--- src/rtl/ff_bank_init_sequencer_if.sv ---
// Control/status bundle between system control and the bank init sequencer.
// All signals are levels sampled on the rising clock edge; there is no valid/ready
// handshake: START/ABORT/HOLD are requests, SR/CE/BUSY/READY/DONE/STATE are registered status.
interface ff_bank_init_sequencer_if #(
  parameter int NUM_BANKS = 4
);
  logic                 START;
  logic                 ABORT;
  logic                 HOLD;
  logic [NUM_BANKS-1:0] SR;
  logic [NUM_BANKS-1:0] CE;
  logic                 BUSY;
  logic                 READY;
  logic                 DONE;
  logic [2:0]           STATE;

  modport master (
    output START, ABORT, HOLD,
    input  SR, CE, BUSY, READY, DONE, STATE
  );

  modport slave (
    input  START, ABORT, HOLD,
    output SR, CE, BUSY, READY, DONE, STATE
  );
endinterface

--- src/rtl/ff_bank_init_sequencer.sv ---
// Clears all register banks, waits for them to settle, then enables them one at a time
// with a fixed stagger. Every output comes straight from a flop so SR can feed async resets.
module ff_bank_init_sequencer #(
  parameter int NUM_BANKS      = 4,
  parameter int SR_CYCLES      = 4,
  parameter int SETTLE_CYCLES  = 2,
  parameter int STAGGER_CYCLES = 1,
  parameter int CNT_W          = 8
) (
  input  logic                     CK,
  input  logic                     RST_N,
  ff_bank_init_sequencer_if.slave  bus
);

  typedef enum logic [2:0] {
    S_IDLE   = 3'd0,
    S_CLEAR  = 3'd1,
    S_SETTLE = 3'd2,
    S_ENABLE = 3'd3,
    S_RUN    = 3'd4
  } state_t;

  localparam logic [CNT_W-1:0] SR_LOAD      = CNT_W'(SR_CYCLES - 1);
  localparam logic [CNT_W-1:0] SETTLE_LOAD  = CNT_W'((SETTLE_CYCLES > 0) ? SETTLE_CYCLES - 1 : 0);
  localparam logic [CNT_W-1:0] STAGGER_LOAD = CNT_W'(STAGGER_CYCLES - 1);
  localparam logic [NUM_BANKS-1:0] CE_FIRST = NUM_BANKS'(1);

  state_t               state_q, state_d;
  logic [CNT_W-1:0]     cnt_q, cnt_d;
  logic [NUM_BANKS-1:0] sr_q, sr_d;
  logic [NUM_BANKS-1:0] ce_q, ce_d;
  logic                 busy_q, busy_d;
  logic                 ready_q, ready_d;
  logic                 done_q, done_d;

  always_comb begin
    state_d = state_q;
    cnt_d   = cnt_q;
    sr_d    = sr_q;
    ce_d    = ce_q;
    done_d  = 1'b0;

    case (state_q)
      S_IDLE: begin
        sr_d = '0;
        ce_d = '0;
        if (bus.START) begin
          state_d = S_CLEAR;
          sr_d    = '1;
          cnt_d   = SR_LOAD;
        end
      end
      S_CLEAR: begin
        if (cnt_q == '0) begin
          sr_d = '0;
          if (SETTLE_CYCLES == 0) begin
            state_d = S_ENABLE;
            ce_d    = CE_FIRST;
            cnt_d   = STAGGER_LOAD;
          end else begin
            state_d = S_SETTLE;
            cnt_d   = SETTLE_LOAD;
          end
        end else begin
          cnt_d = cnt_q - 1'b1;
        end
      end
      S_SETTLE: begin
        if (cnt_q == '0) begin
          state_d = S_ENABLE;
          ce_d    = CE_FIRST;
          cnt_d   = STAGGER_LOAD;
        end else begin
          cnt_d = cnt_q - 1'b1;
        end
      end
      S_ENABLE: begin
        // CE bits are sticky: each stagger step turns on the next bank up.
        if (cnt_q == '0) begin
          ce_d  = (ce_q << 1) | CE_FIRST;
          cnt_d = STAGGER_LOAD;
        end else begin
          cnt_d = cnt_q - 1'b1;
        end
      end
      S_RUN: begin
        if (bus.START) begin
          state_d = S_CLEAR;
          sr_d    = '1;
          ce_d    = '0;
          cnt_d   = SR_LOAD;
        end else begin
          ce_d = {NUM_BANKS{~bus.HOLD}};
        end
      end
      default: begin
        state_d = S_IDLE;
        sr_d    = '0;
        ce_d    = '0;
        cnt_d   = '0;
      end
    endcase

    // The cycle the last bank's CE rises is the first RUN cycle (covers NUM_BANKS=1 too).
    if (state_d == S_ENABLE && (&ce_d)) begin
      state_d = S_RUN;
      cnt_d   = '0;
      done_d  = 1'b1;
    end

    if (bus.ABORT) begin
      state_d = S_IDLE;
      sr_d    = '0;
      ce_d    = '0;
      cnt_d   = '0;
      done_d  = 1'b0;
    end

    busy_d  = (state_d == S_CLEAR) || (state_d == S_SETTLE) || (state_d == S_ENABLE);
    ready_d = (state_d == S_RUN);
  end

  always_ff @(posedge CK) begin
    if (!RST_N) begin
      state_q <= S_IDLE;
      cnt_q   <= '0;
      sr_q    <= '0;
      ce_q    <= '0;
      busy_q  <= 1'b0;
      ready_q <= 1'b0;
      done_q  <= 1'b0;
    end else begin
      state_q <= state_d;
      cnt_q   <= cnt_d;
      sr_q    <= sr_d;
      ce_q    <= ce_d;
      busy_q  <= busy_d;
      ready_q <= ready_d;
      done_q  <= done_d;
    end
  end

  assign bus.SR    = sr_q;
  assign bus.CE    = ce_q;
  assign bus.BUSY  = busy_q;
  assign bus.READY = ready_q;
  assign bus.DONE  = done_q;
  assign bus.STATE = state_q;

endmodule

--- src/flat_wrapper.sv ---
// flat-port wrapper written by rule: the top's interface ports become plain ports
module ff_bank_init_sequencer_flat 
#(
  parameter int NUM_BANKS      = 4,
  parameter int SR_CYCLES      = 4,
  parameter int SETTLE_CYCLES  = 2,
  parameter int STAGGER_CYCLES = 1,
  parameter int CNT_W          = 8
)
  (CK, RST_N, bus_START, bus_ABORT, bus_HOLD, bus_SR, bus_CE, bus_BUSY, bus_READY, bus_DONE, bus_STATE);
  ff_bank_init_sequencer_if #(.NUM_BANKS(NUM_BANKS)) bus_i ();
  input  logic CK;
  input  logic RST_N;
  input wire logic [$bits(bus_i.START)-1:0] bus_START;
  input wire logic [$bits(bus_i.ABORT)-1:0] bus_ABORT;
  input wire logic [$bits(bus_i.HOLD)-1:0] bus_HOLD;
  output wire logic [$bits(bus_i.SR)-1:0] bus_SR;
  output wire logic [$bits(bus_i.CE)-1:0] bus_CE;
  output wire logic [$bits(bus_i.BUSY)-1:0] bus_BUSY;
  output wire logic [$bits(bus_i.READY)-1:0] bus_READY;
  output wire logic [$bits(bus_i.DONE)-1:0] bus_DONE;
  output wire logic [$bits(bus_i.STATE)-1:0] bus_STATE;
  assign bus_i.START = bus_START;
  assign bus_i.ABORT = bus_ABORT;
  assign bus_i.HOLD = bus_HOLD;
  assign bus_SR = bus_i.SR;
  assign bus_CE = bus_i.CE;
  assign bus_BUSY = bus_i.BUSY;
  assign bus_READY = bus_i.READY;
  assign bus_DONE = bus_i.DONE;
  assign bus_STATE = bus_i.STATE;
  ff_bank_init_sequencer #(.NUM_BANKS(NUM_BANKS), .SR_CYCLES(SR_CYCLES), .SETTLE_CYCLES(SETTLE_CYCLES), .STAGGER_CYCLES(STAGGER_CYCLES), .CNT_W(CNT_W)) u_core (.CK(CK), .RST_N(RST_N), .bus(bus_i));
endmodule
--- config.mk ---
export PLATFORM = sky130hd
export DESIGN_NAME = ff_bank_init_sequencer_flat
export DESIGN_NICKNAME = d
export VERILOG_FILES = /design/src/rtl/ff_bank_init_sequencer_if.sv /design/src/rtl/ff_bank_init_sequencer.sv /design/src/flat_wrapper.sv
export SDC_FILE = /design/constraint.sdc
export NUM_CORES = 1
export LEC_CHECK = 0
export ABC_CLOCK_PERIOD_IN_PS = 4650
export BUFFER_PORTS_ARGS = -buffer_cell sky130_fd_sc_hd__buf_2
export CELL_PAD_IN_SITES_DETAIL_PLACEMENT = 0
export CELL_PAD_IN_SITES_GLOBAL_PLACEMENT = 1
export CORE_MARGIN = 1
export CORE_UTILIZATION = 40
export CTS_CLUSTER_SIZE = 30
export DETAILED_ROUTE_END_ITERATION = 7
export HOLD_SLACK_MARGIN = 0.02
export PLACE_DENSITY_LB_ADDON = 0.1
export SLEW_MARGIN = 40
export SYNTH_ARGS = -nofsm -noshare
export SYNTH_HDL_FRONTEND = slang
export SYNTH_SLANG_ARGS = --single-unit
--- constraint.sdc ---
create_clock -name CK -period 4.65 [get_ports CK]
set_clock_uncertainty 0.2 [all_clocks]
set_input_delay 0.465 -clock CK [delete_from_list [all_inputs] [get_ports CK]]
set_output_delay 0.465 -clock CK [all_outputs]
set_load 0.05 [all_outputs]
==> metrics.yaml <==
avgSynthCellArea_um2: 8.416
coreArea_um2: 2758
drc: 0
peakVddDrop_mv: 0.1607
postSynthCellCount: 139
ant_nets: 0
period_share_pct: 59.53
crit_start: "u_core.cnt_q[0]"
rows: 19
die_area_um2: 3145
synth_fp_nets: 146
place.gp.congestion: 0.7792
critPathCaptureType: "flop"
avgRoutedWirePerCell_um: 15.23
fin_util_pct: 45.51
rsz0062_at_grt: "no"
antenna_found_initial: 0
cts-resized-gates: 0
yosys_warnings: 0
hold_path.class: "input port to flop"
worst_pin_slew_ns: 0.7055
cp.depth: 7
cts_buffers: 3
grt_first_pass_wirelength_mm: 4.698
fmax_ghz: 0.3613
hold_viol: 0
pin_count: 19
holdCritStartpoint: "bus_HOLD"
cts.hold.buffers_added: 0
n_antenna_cell: 0
pre_cts_ws_ns: 1.865
clkPwrFrac_pct: 27.9
ctsLongestPathBuffers: 2
drtPass1Iterations: 4
path_cells: "inv_1, ha_1, nor4b_4, and2_1, a311oi_2, nor4_4, o21a_1"
r2r_cells: 7
mostFrequentLayoutCells: "dfxtp_1 (19), buf_2 (18), a21oi_1 (14), nor3_1 (14), nor2_1 (13)"
crit_type: "flop to flop"
drt_iter0_markers: 42
synthFlopType: "dfxtp_1"
fin_tns_setup_ns: 0
r2r_start: "u_core.cnt_q[0]"
fin_ws_ns: 1.882
cts_root_buf: "clkbuf_4"
p_total_mw: 0.3141
crit_family: "simple AND/OR/NAND/NOR gates"
htree_levels: 1
cp_num_buf_inv: 1
clk_transition_reported_paths_ns: 0.12
nets: 158
clkLatencyLatePin_ns: 0.30
swShare_pct: 30.85
critPathLaunchType: "flop"
drv_slew: 0
max_cap_viol_count: 0
track_usage_pct: 19.13
crit_arrival_ns: 2.83
initial_core_util_pct: 42.42
async_reset_ff_share_pct: 0
syn_area_um2: 1170
cp_max_fo: 13
p_leak_nw: 0.4894
outcome: "complete, no violations"
wl_mm: 2.756
slowest_stage: "nor4_4"
min_path_cells: 4
worstPathRequired_ns: 4.71
maxSlewHeadroom_pct: 52.62
grt_max_degree: 17
seq_power_share_pct: 54.4
cts_tree: "done"
grt_pass1_vias: 1027
critPathMaxStageDelay_ns: 0.68
area_growth_pct: 7.272
yosysUniqueCellTypes: 41
yosysSeqAreaShare_pct: 32.51
io_buffers: 18
drive_gt1_share_pct: 22.67
vias: 1063
powerDensity_nw_per_um2: 250.2
cts.sinks: 19
hpwlAfterDp_mm: 2.000
p_int_mw: 0.2172
p_switching_mw: 0.09687
die_h_um: 56.08
whs_ns: 0.2509
globalRouteOverflowTotal: 0
avgViaCountPerCell: 5.873
comb_power_share_pct: 17.6
setup_violations: 0
min_period_ns: 2.768
die_x_um: 56.08
postCtsSetupBuffers: 0
ys_ff_latch: 19
synth_edf_count: 0
layout_commonest_cell: "dfxtp_1"
==> routing by layer <==
layer  track usage, %  vias up  routed length, um
li1                 -      536                  -
met1            22.08      509               1248
met2            34.18       14               1396
met3            4.186        4                 57
met4            7.317        0                 54
met5                0        -                  0
==> logic make-up (layout without fill, tap and decap cells) <==
kind of cell / count (synthesis) / count (layout) / synth area share (%)
AO/OA/AOI/OAI: 42 / 42 / 25.35
buffers and inverters: 17 / 28 / 8.235
AND/OR/NAND/NOR: 59 / 59 / 31.77
adder cells (fa/ha/maj): 2 / 2 / 2.139
flip-flops: 19 / 19 / 32.51
==> tightest hold or removal path: stages <==
cell and delay (ns):
buf_2 0.09, nor2_1 0.04, nand3_1 0.07, a21oi_1 0.06
==> metrics by stage <==
| step | instance area (um^2) | instances |
|---|---|---|
| 2_1_floorplan | 1170 | 139 |
| 6_report | 1255 | 181 |
| 4_1_cts | 1255 | 181 |
| 3_3_place_gp | 1225 | 177 |
| 5_1_grt | 1255 | 181 |
| 3_5_place_dp | 1225 | 177 |
==> final timing paths <==
check | slack [ns] | to
worst max-delay path | 1.88 | u_core.bus.READY
worst min-delay path | 0.25 | u_core.bus.CE[0]
worst max register to register | 1.88 | u_core.bus.READY
worst min register to register | 0.39 | u_core.cnt_q[6]
==> Yosys cell counts (2+ instances only) <==
master	count	area share [%]
a211oi_1	4	2.6
a32oi_1	2	1.5
dfxtp_1	19	33
buf_6	2	1.9
o21a_1	2	1.3
buf_4	4	2.6
nand3b_1	3	1.9
a21oi_1	14	6.0
nand2_1	5	1.6
inv_1	6	1.9
nor4_1	2	1.1
or3_1	3	1.6
o21ai_0	11	4.7
a311oi_2	2	2.6
ha_1	2	2.1
clkbuf_1	3	0.96
nor2_1	13	4.2
nand3_1	3	1.3
nor3_1	14	6.0
nor3b_1	3	1.9
buf_2	2	0.86
==> cell type report <==
type / instances / area [um^2]
tap: 31 / 38.79
sequential: 19 / 380.4
clock buffer: 3 / 22.52
multi-input combinational: 103 / 693.2
inverter: 6 / 22.52
clock inverter: 1 / 7.507
fill: 296 / 1503
timing repair buffer: 18 / 90.09
==> power by group through the flow <==
stage / Combinational [mW] / Sequential, mW / Clock [mW]
3_5_place_dp: 0.0554 / 0.175 / 0
5_1_grt: 0.0614 / 0.172 / 0.0984
2_1_floorplan: 0.0445 / 0.178 / 0
4_1_cts: 0.0557 / 0.171 / 0.0922
3_3_place_gp: 0.0552 / 0.174 / 0
6_report: 0.0554 / 0.171 / 0.0876
==> flip-flops by register name, summed over array words and instances, names as in the netlist <==
signal	cells
u_core.bus.STATE	3
u_core.bus.BUSY	1
u_core.bus.SR	1
u_core.bus.DONE	1
u_core.bus.READY	1
u_core.bus.CE	4
u_core.cnt_q	8
(Power assumes the default switching activity.)
